[config.mk]
export PLATFORM = sky130hd
export DESIGN_NAME = vga_stream_gen
export DESIGN_NICKNAME = d
export VERILOG_FILES = /design/src/rtl/vga_stream_gen.sv
export SDC_FILE = /design/constraint.sdc
export NUM_CORES = 1
export LEC_CHECK = 0
export CAP_MARGIN = 20
export CORE_UTILIZATION = 58
export CTS_BUF_LIST = sky130_fd_sc_hd__clkbuf_8
export DETAILED_ROUTE_END_ITERATION = 10
export HOLD_SLACK_MARGIN = 0.08
export PLACE_DENSITY = 0.87
export SETUP_SLACK_MARGIN = 0.1
export SYNTH_ARGS = -nofsm -noshare
export SYNTH_HDL_FRONTEND = slang
export SYNTH_SLANG_ARGS = --single-unit
[constraint.sdc]
create_clock -name px_clk -period 5 [get_ports px_clk]
set_input_delay 1 -clock px_clk [delete_from_list [all_inputs] [get_ports px_clk]]
set_output_delay 1 -clock px_clk [all_outputs]
set_load 0.05 [all_outputs]
[src/rtl/vga_stream_gen.sv]
// -----------------------------------------------------------------------------
// vga_stream_gen
//
// Purpose:
//   VGA raster timing generator. Walks a horizontal counter (hc) across every
//   pixel slot of a line, including blanking, and a vertical counter (vc)
//   across every line of a frame. Each enabled pixel-clock edge produces one
//   pixel position plus its decoded activevideo/hsync/vsync flags. All flags
//   and coordinates are registered together, so they always describe the same
//   pixel.
//
// Ports:
//   px_clk     in   1   pixel clock, the only clock
//   reset      in   1   asynchronous, active-high reset
//   px_en      in   1   pixel advance enable; counters move only when 1
//   strVGA     out  23  {activevideo, hsync, vsync, x[9:0], y[9:0]}
//   endframe   out  1   one-cycle pulse after the last active pixel of a frame
//   frame_cnt  out  8   frames completed since reset, modulo 256
//
// Parameters:
//   H_ACTIVE/H_FP/H_SYNC/H_BP  horizontal timing in pixels
//   V_ACTIVE/V_FP/V_SYNC/V_BP  vertical timing in lines
//   SYNC_POL                   asserted sync level (0 = active-low)
//   Both line and frame totals must be at most 1024 so that the 10-bit
//   counters never overflow.
// -----------------------------------------------------------------------------
module vga_stream_gen #(
  parameter int H_ACTIVE = 640,
  parameter int H_FP     = 16,
  parameter int H_SYNC   = 96,
  parameter int H_BP     = 48,
  parameter int V_ACTIVE = 480,
  parameter int V_FP     = 10,
  parameter int V_SYNC   = 2,
  parameter int V_BP     = 33,
  parameter int SYNC_POL = 0
) (
  input  logic        px_clk,
  input  logic        reset,
  input  logic        px_en,
  output logic [22:0] strVGA,
  output logic        endframe,
  output logic [7:0]  frame_cnt
);

  localparam int H_TOTAL = H_ACTIVE + H_FP + H_SYNC + H_BP;
  localparam int V_TOTAL = V_ACTIVE + V_FP + V_SYNC + V_BP;

  // Sync window bounds, half-open: [start, end)
  localparam int HS_START = H_ACTIVE + H_FP;
  localparam int HS_END   = H_ACTIVE + H_FP + H_SYNC;
  localparam int VS_START = V_ACTIVE + V_FP;
  localparam int VS_END   = V_ACTIVE + V_FP + V_SYNC;

  // Terminal counts, sized to the counter width
  localparam logic [9:0] HC_LAST = 10'(H_TOTAL - 1);
  localparam logic [9:0] VC_LAST = 10'(V_TOTAL - 1);
  localparam logic [9:0] HA_LAST = 10'(H_ACTIVE - 1);
  localparam logic [9:0] VA_LAST = 10'(V_ACTIVE - 1);

  localparam logic SYNC_ON  = (SYNC_POL != 0);
  localparam logic SYNC_OFF = ~SYNC_ON;

  // ---------------------------------------------------------------------------
  // Decode helpers. Counters are zero-extended before comparison so that
  // window bounds equal to 1024 (sync running to the end of the line) are
  // still compared correctly.
  // ---------------------------------------------------------------------------
  function automatic logic active_at(input logic [9:0] h, input logic [9:0] v);
    logic [31:0] h32;
    logic [31:0] v32;
    h32 = {22'd0, h};
    v32 = {22'd0, v};
    return (h32 < 32'(H_ACTIVE)) && (v32 < 32'(V_ACTIVE));
  endfunction

  function automatic logic hsync_at(input logic [9:0] h);
    logic [31:0] h32;
    h32 = {22'd0, h};
    return ((h32 >= 32'(HS_START)) && (h32 < 32'(HS_END))) ? SYNC_ON : SYNC_OFF;
  endfunction

  function automatic logic vsync_at(input logic [9:0] v);
    logic [31:0] v32;
    v32 = {22'd0, v};
    return ((v32 >= 32'(VS_START)) && (v32 < 32'(VS_END))) ? SYNC_ON : SYNC_OFF;
  endfunction

  // Registered raster state (single output stage)
  logic [9:0] hc_p0;
  logic [9:0] vc_p0;
  logic       active_p0;
  logic       hsync_p0;
  logic       vsync_p0;
  logic       endframe_p0;
  logic [7:0] frame_cnt_p0;

  // Next-position logic
  logic [9:0] hc_next;
  logic [9:0] vc_next;
  logic       hc_wrap;
  logic       vc_wrap;
  logic       frame_wrap;
  logic       last_active;

  always_comb begin
    hc_wrap     = (hc_p0 == HC_LAST);
    vc_wrap     = (vc_p0 == VC_LAST);
    frame_wrap  = hc_wrap && vc_wrap;
    // The edge leaving the final visible pixel of the frame marks endframe.
    last_active = (hc_p0 == HA_LAST) && (vc_p0 == VA_LAST);

    hc_next = hc_wrap ? 10'd0 : (hc_p0 + 10'd1);
    vc_next = vc_p0;
    if (hc_wrap) begin
      vc_next = vc_wrap ? 10'd0 : (vc_p0 + 10'd1);
    end
  end

  // ---------------------------------------------------------------------------
  // Stage p0: counters and flags registered together. Flags are decoded from
  // the next counter values so they line up with the coordinates they sit
  // beside. With px_en low everything holds except endframe, which clears so
  // a stall never stretches or repeats the pulse.
  // ---------------------------------------------------------------------------
  always_ff @(posedge px_clk or posedge reset) begin
    if (reset) begin
      hc_p0        <= 10'd0;
      vc_p0        <= 10'd0;
      active_p0    <= 1'b1;
      hsync_p0     <= SYNC_OFF;
      vsync_p0     <= SYNC_OFF;
      endframe_p0  <= 1'b0;
      frame_cnt_p0 <= 8'd0;
    end else if (px_en) begin
      hc_p0       <= hc_next;
      vc_p0       <= vc_next;
      active_p0   <= active_at(hc_next, vc_next);
      hsync_p0    <= hsync_at(hc_next);
      vsync_p0    <= vsync_at(vc_next);
      endframe_p0 <= last_active;
      if (frame_wrap) begin
        frame_cnt_p0 <= frame_cnt_p0 + 8'd1;
      end
    end else begin
      endframe_p0 <= 1'b0;
    end
  end

  assign strVGA    = {active_p0, hsync_p0, vsync_p0, hc_p0, vc_p0};
  assign endframe  = endframe_p0;
  assign frame_cnt = frame_cnt_p0;

endmodule
==> results.cfg <==
[synthesis]
post-synth-top-count-cell = dfrtp_1
synthCells = 210
yosys_warnings = 0
asyncSetResetFlopFracSynth_pct = 100
syn_avg_cell_area_sq_um = 9.13
ys.flop_type = dfrtp_1
synth_seq_cells = 32
seq_area_frac_synth_pct = 41.9
synth_top_area_share_pct = 37.8
synth_edf_count = 0
synth_nets = 217
synth_cell_types = 51
synthTopCellsByArea = dfrtp_1 38%, nand2_1 4.7%, dfstp_2 4.1%, nand3_1 3.9%, xnor2_1 3.7%
synth_commonest_cells = 29 x dfrtp_1, 24 x nand2_1, 15 x nand3_1, 13 x nor2_1, 10 x nand4_1
netlist_area_sq_um = 1920
yosysTopAreaCell = dfrtp_1

[run]
maxCapViolations = 0

[sta]
fmax_mhz = 339
hold_ws_ns = 0.478
fin_crit_sh_pct = 58.9
worst_slew_pin_slew_ns = 0.581
finalWorstSetupSlack_ns = 2.05
finalCriticalPeriod_ns = 2.95
slew_headroom_pct = 61.1
setup_violations = 0
skew_ns = 0.0101
fin_setup_tns_ns = 0
maxSlewViolCount = 0
hold_violations = 0
rsz0062_at_grt = false

[floorplanning]
die_w_um = 59.5
io_pins = 35
die_h_um = 59.5
coreArea_sq_um = 3100
die_area_sq_um = 3540
row_count = 20
start_util_pct = 61.8

[setup_path]
arrival_ns = 3.14
cpMaxStageDelayCell = or3_1
slowest_delay_ns = 0.60
regToRegSetupSlack_ns = 2.05
cp_max_fo = 11
required_ns = 5.19
cp-start-kind = flop
crit_chain = ha_1 -> nand4_1 -> or3_1 -> or4_1 -> a222oi_1 -> o41ai_1
end_kind = flop
worstSetupPathType = reg -> reg
worst_r2r_path_depth = 6

[final_layout]
nFillCells = 266
num_antenna_cells = 0
nets = 247
areaGrowthSynthToFinish_pct = 21.9
multi_input_area_sq_um = 1020
design_area_sq_um = 2340
layout-drive-gt1-share_pct = 7.05
ff_latch_area_sq_um = 805

[place]
dp_hpwl_um = 3070
io_buffers = 34
post_dp_cell_area_sq_um = 2260
routabilityCongestion = 0.926
dp_slack_ns = 1.91

[route]
postRouteAntennaNets = 0
post_drt_wl_per_cell_um = 15.3
vias = 1747
drc = 0
drt-initial-drc-count = 134
via_per_inst = 6.13
dr.pass1.iters = 5
totalWireLength_um = 4350

[global_route]
grt_pass1_vias = 1575
grt_first_pass_wirelength_um = 7360
antenna_found_initial = 0
grt_usage_pct = 28.0
grt_max_degree = 33
grt-ovfl-total = 0

[clock_network]
clock-sinks = 32
clock_path_buffers = 2
clk_pin_slew_worst_paths_ns = 0.06
cts-root-buf = clkbuf_8
post_cts_buffers = 0
ctsHoldBuffers = 0
clk_latency_ns = 0.28
cts_tree = yes
cts.repair.resized = 0
cts_buffers = 5
htreeDepth = 2

[worst_hold_path]
min_path_type = reg -> reg
hold_depth = 1

[power_and_ir_drop]
powerDensity_nw_per_um2 = 361
power_uw = 844
p_leak_nw = 0.978
ir_drop_mv = 0.464

[status]
status = complete, no violations
logic make-up after synthesis:
kind of cell	count (synthesis)	synth area share (%)
DFF	32	41.9
AOI/OAI and AO/OA	35	12.5
and+or+nand+nor	98	27.8
xor gates and xnor gates	15	6.85
adders and majority gates	4	2.61
buffers and inverters	20	4.96
muxes	6	3.33
path summary, 6_finish.rpt:
check	start	to
hold / removal	frame_cnt[7]	frame_cnt[7]
setup / recovery	hc_p0[0]	active_p0
min in group asynchronous	reset	frame_cnt[1]
hold reg to reg	frame_cnt[7]	frame_cnt[7]
setup reg to reg	hc_p0[0]	active_p0
max in group asynchronous	reset	hsync_p0
report_power, final:
group / internal [mW] / switching [mW] / leakage [nW]
Sequential: 0.293 / 0.0652 / 0.401
Combinational: 0.110 / 0.191 / 0.526
Clock: 0.0934 / 0.0913 / 0.0505
state kept, by name, summed over array words and instances, names as in the netlist:
register   cells
hc_p0         10
vc_p0         10
frame_cnt      8
active_p0      1
endframe       1
hsync_p0       1
vsync_p0       1
placed cells by master (no fill, tap or decap), types with 2 or more instances in the layout:
| cell | count |
|---|---|
| o21ai_0 | 8 |
| dfstp_2 | 3 |
| a22o_1 | 2 |
| nand4_1 | 10 |
| nor3_1 | 7 |
| ha_1 | 4 |
| a31oi_1 | 3 |
| nand3_1 | 15 |
| nand2_1 | 24 |
| o31ai_1 | 3 |
| clkdlybuf4s50_1 | 34 |
| xnor2_1 | 8 |
| and3_1 | 4 |
| xor2_1 | 7 |
| nor4_1 | 4 |
| dfrtp_1 | 29 |
| inv_1 | 10 |
| and4b_1 | 2 |
| clkbuf_8 | 5 |
| and4_1 | 3 |
| a21oi_1 | 5 |
| nor2_1 | 13 |
| and2_1 | 4 |
| or3_1 | 2 |
| o2111ai_1 | 2 |
| mux2_2 | 3 |
| mux2i_1 | 3 |
area by class of cell:
| class | instances | share of cell area [%] |
|---|---|---|
| clock inverters | 3 | 0.535 |
| clock buffers | 5 | 2.94 |
| multi-input cells | 158 | 43.6 |
| well taps | 44 | 2.36 |
| repair buffers | 35 | 14.9 |
| flip-flops and latches | 32 | 34.4 |
| inverters | 8 | 1.28 |
through the flow:
| stage | cells | util (%) |
|---|---|---|
| finish | 285 | 75.3 |
| global route | 285 | 75.3 |
| CTS | 285 | 75.3 |
| detailed placement | 277 | 72.7 |
| global placement | 277 | 72.7 |
| floorplan | 210 | - |
layer usage:
metal | share of wire [%] | track usage (%)
met2 | 45 | 44.0
met4 | 0.92 | 7.64
met5 | 0 | 0
met3 | 7.9 | 6.55
met1 | 46 | 38.8
critical path, delay by kind of cell, from the launching register on:
family	cells	cell delay, ns
AO/OA/AOI/OAI	2	0.73
adder cells (fa/ha/maj)	1	0.27
flip-flops	1	0.44
AND/OR/NAND/NOR	3	1.41
Power figures use the tool's default switching activity.
